### src/rtl/rca_pipe_if.sv
// rtl/rca_pipe_if.sv - operand/result handshake bundle for rca_pipe
interface rca_pipe_if #(
  parameter int WIDTH = 32
);
  logic             in_valid;
  logic             in_ready;
  logic [WIDTH-1:0] a;
  logic [WIDTH-1:0] b;
  logic             cin;
  logic             out_valid;
  logic             out_ready;
  logic [WIDTH-1:0] sum;
  logic             cout;
  logic             ovf;

  modport master (
    output in_valid, a, b, cin, out_ready,
    input  in_ready, out_valid, sum, cout, ovf
  );

  modport slave (
    input  in_valid, a, b, cin, out_ready,
    output in_ready, out_valid, sum, cout, ovf
  );
endinterface

### src/rtl/rca_pipe.sv
// rtl/rca_pipe.sv - pipelined ripple-carry adder, one SEG-bit segment per stage
// Optional feature macro: RCA_PIPE_SAT_EN (saturate sum on signed overflow)
module rca_pipe #(
  parameter int WIDTH = 32,
  parameter int SEG   = 8
) (
  input  logic         clk,
  input  logic         rst,
  rca_pipe_if.slave    bus
);
  localparam int STAGES = WIDTH / SEG;

  logic en;
  logic out_valid_d, out_valid_q;

  assign en           = !out_valid_q || bus.out_ready;
  assign bus.in_ready = en;

  // Stages 0..STAGES-2: each keeps only the operand bits not yet added and the
  // sum bits already produced, so register widths shrink/grow along the pipe.
  for (genvar k = 0; k < STAGES - 1; k++) begin : g_mid
    localparam int LO = k * SEG;
    localparam int HW = WIDTH - LO;

    logic [HW-1:0]     a_in, b_in;
    logic              c_in, v_in;
    logic [SEG:0]      seg_sum;
    logic [LO+SEG-1:0] s_acc;

    logic [HW-SEG-1:0] a_d, a_q, b_d, b_q;
    logic [LO+SEG-1:0] s_d, s_q;
    logic              c_d, c_q, v_d, v_q;

    if (k == 0) begin : g_src
      assign a_in  = bus.a;
      assign b_in  = bus.b;
      assign c_in  = bus.cin;
      assign v_in  = bus.in_valid;
      assign s_acc = seg_sum[SEG-1:0];
    end else begin : g_src
      assign a_in  = g_mid[k-1].a_q;
      assign b_in  = g_mid[k-1].b_q;
      assign c_in  = g_mid[k-1].c_q;
      assign v_in  = g_mid[k-1].v_q;
      assign s_acc = {seg_sum[SEG-1:0], g_mid[k-1].s_q};
    end

    assign seg_sum = {1'b0, a_in[SEG-1:0]} + {1'b0, b_in[SEG-1:0]} + {{SEG{1'b0}}, c_in};

    always_comb begin
      a_d = a_q;
      b_d = b_q;
      s_d = s_q;
      c_d = c_q;
      v_d = v_q;
      if (en) begin
        a_d = a_in[HW-1:SEG];
        b_d = b_in[HW-1:SEG];
        s_d = s_acc;
        c_d = seg_sum[SEG];
        v_d = v_in;
      end
    end

    always_ff @(posedge clk) begin
      if (rst) begin
        a_q <= '0;
        b_q <= '0;
        s_q <= '0;
        c_q <= 1'b0;
        v_q <= 1'b0;
      end else begin
        a_q <= a_d;
        b_q <= b_d;
        s_q <= s_d;
        c_q <= c_d;
        v_q <= v_d;
      end
    end
  end

  // Final stage: top segment, overflow detection and optional saturation.
  logic [SEG-1:0]   fin_a, fin_b;
  logic             fin_c, fin_v;
  logic [SEG:0]     fin_seg;
  logic [WIDTH-1:0] fin_raw, fin_sum;
  logic             fin_ovf;

  if (STAGES == 1) begin : g_fin_src
    assign fin_a   = bus.a;
    assign fin_b   = bus.b;
    assign fin_c   = bus.cin;
    assign fin_v   = bus.in_valid;
    assign fin_raw = fin_seg[SEG-1:0];
  end else begin : g_fin_src
    assign fin_a   = g_mid[STAGES-2].a_q;
    assign fin_b   = g_mid[STAGES-2].b_q;
    assign fin_c   = g_mid[STAGES-2].c_q;
    assign fin_v   = g_mid[STAGES-2].v_q;
    assign fin_raw = {fin_seg[SEG-1:0], g_mid[STAGES-2].s_q};
  end

  assign fin_seg = {1'b0, fin_a} + {1'b0, fin_b} + {{SEG{1'b0}}, fin_c};
  assign fin_ovf = (fin_a[SEG-1] == fin_b[SEG-1]) && (fin_seg[SEG-1] != fin_a[SEG-1]);

`ifdef RCA_PIPE_SAT_EN
  assign fin_sum = !fin_ovf     ? fin_raw :
                   fin_a[SEG-1] ? {1'b1, {(WIDTH-1){1'b0}}} :
                                  {1'b0, {(WIDTH-1){1'b1}}};
`else
  assign fin_sum = fin_raw;
`endif

  logic [WIDTH-1:0] sum_d, sum_q;
  logic             cout_d, cout_q, ovf_d, ovf_q;

  always_comb begin
    sum_d       = sum_q;
    cout_d      = cout_q;
    ovf_d       = ovf_q;
    out_valid_d = out_valid_q;
    if (en) begin
      sum_d       = fin_sum;
      cout_d      = fin_seg[SEG];
      ovf_d       = fin_ovf;
      out_valid_d = fin_v;
    end
  end

  always_ff @(posedge clk) begin
    if (rst) begin
      sum_q       <= '0;
      cout_q      <= 1'b0;
      ovf_q       <= 1'b0;
      out_valid_q <= 1'b0;
    end else begin
      sum_q       <= sum_d;
      cout_q      <= cout_d;
      ovf_q       <= ovf_d;
      out_valid_q <= out_valid_d;
    end
  end

  assign bus.sum       = sum_q;
  assign bus.cout      = cout_q;
  assign bus.ovf       = ovf_q;
  assign bus.out_valid = out_valid_q;
endmodule

### src/flat_wrapper.sv
// flat-port wrapper written by rule: the top's interface ports become plain ports
module rca_pipe_flat 
#(
  parameter int WIDTH = 32,
  parameter int SEG   = 8
)
  (clk, rst, bus_in_valid, bus_a, bus_b, bus_cin, bus_out_ready, bus_in_ready, bus_out_valid, bus_sum, bus_cout, bus_ovf);
  rca_pipe_if #(.WIDTH(WIDTH)) bus_i ();
  input  logic clk;
  input  logic rst;
  input wire logic [$bits(bus_i.in_valid)-1:0] bus_in_valid;
  input wire logic [$bits(bus_i.a)-1:0] bus_a;
  input wire logic [$bits(bus_i.b)-1:0] bus_b;
  input wire logic [$bits(bus_i.cin)-1:0] bus_cin;
  input wire logic [$bits(bus_i.out_ready)-1:0] bus_out_ready;
  output wire logic [$bits(bus_i.in_ready)-1:0] bus_in_ready;
  output wire logic [$bits(bus_i.out_valid)-1:0] bus_out_valid;
  output wire logic [$bits(bus_i.sum)-1:0] bus_sum;
  output wire logic [$bits(bus_i.cout)-1:0] bus_cout;
  output wire logic [$bits(bus_i.ovf)-1:0] bus_ovf;
  assign bus_i.in_valid = bus_in_valid;
  assign bus_i.a = bus_a;
  assign bus_i.b = bus_b;
  assign bus_i.cin = bus_cin;
  assign bus_i.out_ready = bus_out_ready;
  assign bus_in_ready = bus_i.in_ready;
  assign bus_out_valid = bus_i.out_valid;
  assign bus_sum = bus_i.sum;
  assign bus_cout = bus_i.cout;
  assign bus_ovf = bus_i.ovf;
  rca_pipe #(.WIDTH(WIDTH), .SEG(SEG)) u_core (.clk(clk), .rst(rst), .bus(bus_i));
endmodule
### config.mk
export PLATFORM = sky130hd
export DESIGN_NAME = rca_pipe_flat
export DESIGN_NICKNAME = d
export VERILOG_FILES = /design/src/rtl/rca_pipe_if.sv /design/src/rtl/rca_pipe.sv /design/src/flat_wrapper.sv
export SDC_FILE = /design/constraint.sdc
export NUM_CORES = 1
export LEC_CHECK = 0
export CORE_MARGIN = 2
export CORE_UTILIZATION = 30
export CTS_CLUSTER_SIZE = 40
export DETAILED_ROUTE_END_ITERATION = 7
export GPL_ROUTABILITY_DRIVEN = 0
export RECOVER_POWER = 50
export SKIP_CTS_REPAIR_TIMING = 1
export SLEW_MARGIN = 15
export SYNTH_ARGS = -nofsm -noshare
export SYNTH_HDL_FRONTEND = slang
export SYNTH_SLANG_ARGS = --single-unit
### constraint.sdc
create_clock -name clk -period 3.1 [get_ports clk]
set_input_delay 0.775 -clock clk [delete_from_list [all_inputs] [get_ports clk]]
set_output_delay 0.775 -clock clk [all_outputs]
set_load 0.05 [all_outputs]
* Word-level counts from Yosys, hierarchy flattened
Index checks and enable logic that the tools add are counted.
** Word-level totals
- Word-level logic and storage cells :: 32
- Input bits :: 69
- Output and inout bits :: 36
- Register bits :: 185
** Operators by class
- $add $sub $neg :: 8
- Eq/ne operators :: 2
- Reduce and logical (&&, ||, !) cells :: 3
** Operators with widths (count)
- 8-bit by 8-bit adder with 9-bit output :: 4
- 9-bit by 1-bit adder with 9-bit output :: 4
- 1-bit == test :: 1
- 1-bit logical AND :: 1
- 1-bit zero test :: 1
- 1-bit logical OR :: 1
- 1-bit != test :: 1

* Logic depth before layout (Yosys ltp)
- Word-level depth :: 4
- Mapped depth :: 7
- Mapped depth without buffers :: 6

* Least setup slack after synthesis
Ideal clock, no wire load.
- Path type :: input to register
- From :: in bus_cin
- To :: reg u_core.g_mid[0].c_q
- Arrival :: 2.407 ns
- Stages :: 6
- Data required time :: 2.984 ns
- Slack :: 0.577 ns
- Buffers on the path :: 0
- Setup time :: 0.116 ns
- Cell sequence :: fa_1 > fa_1 > a21o_1 > a211oi_1 > o2111ai_1 > and3b_1
** On the way
- Word-level cells in the longest chain between the ends :: 1
** Ends and longest elaborated chain
- start, declared :: RTL line flat_wrapper.sv:14 : input wire logic [$bits(bus_i.cin)-1:0] bus_cin;
- 9-bit by 1-bit adder with 9-bit output :: RTL line rca_pipe.sv:48 : assign seg_sum = {1'b0, a_in[SEG-1:0]} + {1'b0, b_in[SEG-1:0]} + {{SEG{1'b0}}, c_in};
- end signal, assigned :: RTL line rca_pipe.sv:70 : c_q <= 1'b0;
- end signal, assigned :: RTL line rca_pipe.sv:76 : c_q <= c_d;
- end, declared :: RTL line rca_pipe.sv:32 : logic c_d, c_q, v_d, v_q;
No other way between the ends.
A chain may end at the register's enable or synchronous reset.

* Worst setup path after layout
- From :: in bus_out_ready
- To :: out bus_in_ready
** On the way
- Word-level cells in the longest chain between the ends :: 1
** Ends and longest elaborated chain
- start, declared :: RTL line flat_wrapper.sv:15 : input wire logic [$bits(bus_i.out_ready)-1:0] bus_out_ready;
- 1-bit logical OR :: RTL line rca_pipe.sv:16 : assign en = !out_valid_q || bus.out_ready;
- end, declared :: RTL line flat_wrapper.sv:16 : output wire logic [$bits(bus_i.in_ready)-1:0] bus_in_ready;
No other way between the ends.

==> summary.txt <==
Pwr
  • Flop pwr share: 48.4%
  • Switching power: 1.35 mW
  • Worst vdd ir: 0.000349 V
  • Pint: 3.97 mW
  • Clock group share of total power: 41.3%
  • Switching Share: 25.4%
  • Combinational Power Share: 10.3%
  • Tot Pwr: 5.33 mW
  • PD cells: 556 nW/um2
  • Static leakage: 3.69 nW

Place
  • Post-Place Cells: 1341
  • Port bufs: 104
  • Detailed Place HPWL: 12400 um

Floorplan
  • Die height: 164 um
  • Boundary Pins: 105
  • Core Area: 25100 um2
  • Die X-Extent: 164 um
  • Die Footprint: 26800 um2
  • Initial Utilization: 30.5%
  • Cell Rows: 58

Timing
  • Worst slew pin tran: 0.716 ns
  • Hold Violations, Final: 0
  • Fin Setup TNS: 0 ns
  • Final critical-path required period: 2.79 ns
  • Relative slew slack: 52.2%
  • Slew Limit Fails: 0
  • Hold Slack: 0.452 ns
  • Fin crit share: 89.9%
  • RSZ-0062 raised after global routing: no
  • Max Clk Rate: 0.359 GHz
  • Clock Skews: 0.0140 ns
  • Setup violators final: 0

Route
  • DR vias/cell: 4.73
  • DRC violations left: 0
  • WL/cell: 13.5 um
  • Via count: 6495
  • Initial drt markers: 386
  • Post-detailed-routing wire length: 18500 um
  • Post-route ant nets: 0
  • First-pass DRT Iterations: 5

Yosys
  • Post-synthesis cell count: 955
  • Net count after synthesis: 1060
  • Area leader, netlist: dfxtp_1
  • Main synth FF type: dfxtp_1
  • Yosys reg bits: 185
  • Synth cell count leaders: nand2_1 (323), dfxtp_1 (185), a21oi_1 (175)
  • FFs w/ async S/R, synth: 0%
  • Post-Syn Area: 7660 um2
  • EDFF count, synth: 0
  • Part of the Yosys area used for sequential elements: 48.3%
  • Count leader, synth: nand2_1
  • Synth top area cells: dfxtp_1 (48%), nand2_1 (16%), a21oi_1 (11%)
  • Netlist cell types: 47
  • Syn. warnings: 0
  • Mean Syn Cell Area: 8.02 um2
  • Post-synth top area share: 48.3%

Flow run
  • Max-Cap Viols: 0

Finish
  • Layout cells sized above 1: 4.79%
  • # diodes: 0
  • Nets: 1135
  • Final Core Density: 38.1%
  • Non-filler cells, final: 1373
  • Layout area overhead: 25.0%

Setup path
  • Critical path arrival: 2.01 ns
  • CP Launch Point: bus_out_ready
  • Reg2Reg Setup Slack: 0.75 ns
  • Crit path kind: in -> out
  • CP startpoint kind: input port
  • RR Startpoint: u_core.fin_c
  • Critical path fanouts, max: 3
  • Required time of the critical path: 2.32 ns
  • Setup crit end kind: primary output

CTS
  • Root buffer cell: clkbuf_16
  • Clock buffer depth: 2
  • Clock latency on the worst-skew pair: 0.44 ns
  • TritonCTS buffer count: 17
  • Htree depth: 4
  • CTS tree: done
  • Clock transition at path regs: 0.06 ns
  • Sinks on Clock Net: 185

Global route
  • Largest net degree at the start of global routing: 115
  • Vias in the first global route: 6008
  • GRT Resource Usage Total: 14.0%
  • Grt ovf: 0
  • First-pass GRT wire length: 30200 um
  • Initial antenna violation count: 0

Outcome
  • Run status: completed

Hold path
  • Worst hold start: u_core.g_mid[1].a_q[14]
  • Worst hold path type: reg -> reg
## power by group through the flow
stage / sequential [mW] / clock (mW) / combinational, mW
5_1_grt: 2.59 / 2.35 / 0.612
4_1_cts: 2.58 / 2.25 / 0.557
2_1_floorplan: 2.67 / 0 / 0.294
3_5_place_dp: 2.63 / 0 / 0.553
6_report: 2.58 / 2.20 / 0.550
3_3_place_gp: 2.63 / 0 / 0.550
## critical path: stages
cell           delay, ns
dlygate4sd3_1       0.53
nor2b_1             0.43
inv_6               0.06
buf_4               0.21
## per-layer routing
metal	wire, um	global-route usage [%]	vias up
met1	9440	19.6	2965
li1	-	-	3401
met5	0	0	-
met2	8120	21.5	111
met4	225	4.07	0
met3	758	3.21	18
## area by class of cell
type,instances,area [um2]
clock inverters,13,143
clock buffers,19,443
flip-flops and latches,185,3700
repair buffers,121,1190
multi-input cells,699,3650
inverters,6,27.5
well taps,330,413
fillers,2633,15500
## stage by stage
step | cell area, um2 | worst slack [ns]
after detailed placement | 9010 | 0.0274
after floorplan | 7660 | 0.577
after global routing | 9570 | 0.252
after global placement | 9010 | 0.0173
after CTS | 9590 | 0.474
final | 9570 | 0.314
## state kept, by name, summed over array words and instances, names as in the netlist
| name | flops |
|---|---|
| u_core.g_mid.b_q | 40 |
| u_core.g_mid.v_q | 2 |
| u_core.g_mid.c_q | 2 |
| u_core.bus.sum | 32 |
| u_core.fin_c | 1 |
| u_core.fin_v | 1 |
| u_core.bus.out_valid | 1 |
| u_core.bus.ovf | 1 |
| u_core.bus.cout | 1 |
| u_core.fin_a | 8 |
| u_core.fin_b | 8 |
| u_core.g_mid.a_q | 40 |
| u_core.g_mid.s_q | 48 |
## layout by cell type (no fill, tap or decap), types with 4 or more instances in the layout
cell | Yosys | layout
nand2_1 | 323 | 323
dfxtp_1 | 185 | 185
a21oi_1 | 175 | 175
clkdlybuf4s50_1 | 0 | 101
nand3_1 | 34 | 34
ha_1 | 28 | 28
o21ai_0 | 17 | 18
clkbuf_16 | 0 | 17
a211oi_1 | 12 | 12
buf_4 | 1 | 11
o21ai_1 | 11 | 10
a21o_1 | 8 | 8
nor2_1 | 8 | 8
nor3_1 | 8 | 8
or3_1 | 8 | 8
fa_1 | 8 | 8
inv_6 | 0 | 5
inv_1 | 5 | 5
xnor2_1 | 5 | 5
and3_1 | 4 | 4
xor2_1 | 4 | 4
nor4_1 | 4 | 4
a31oi_1 | 4 | 4
o2111ai_1 | 4 | 4
## cell families after synthesis
family,Yosys count,synth area share [%]
AOI/OAI and AO/OA,247,17.9
xor gates and xnor gates,9,1.03
buffers and inverters,71,3.98
DFF,185,48.3
adders and majority gates,36,6.66
and+or+nand+nor,407,22.1
## path summary, 6_finish.rpt
| path | end | cells after the start |
|---|---|---|
| hold / removal | u_core.g_mid[1].a_q[14] | 2 |
| setup reg to reg | u_core.bus.cout | 6 |
| hold reg to reg | u_core.g_mid[1].a_q[14] | 2 |
| setup / recovery | bus_in_ready | 4 |
Note: power is estimated with default switching activity, not from simulation.
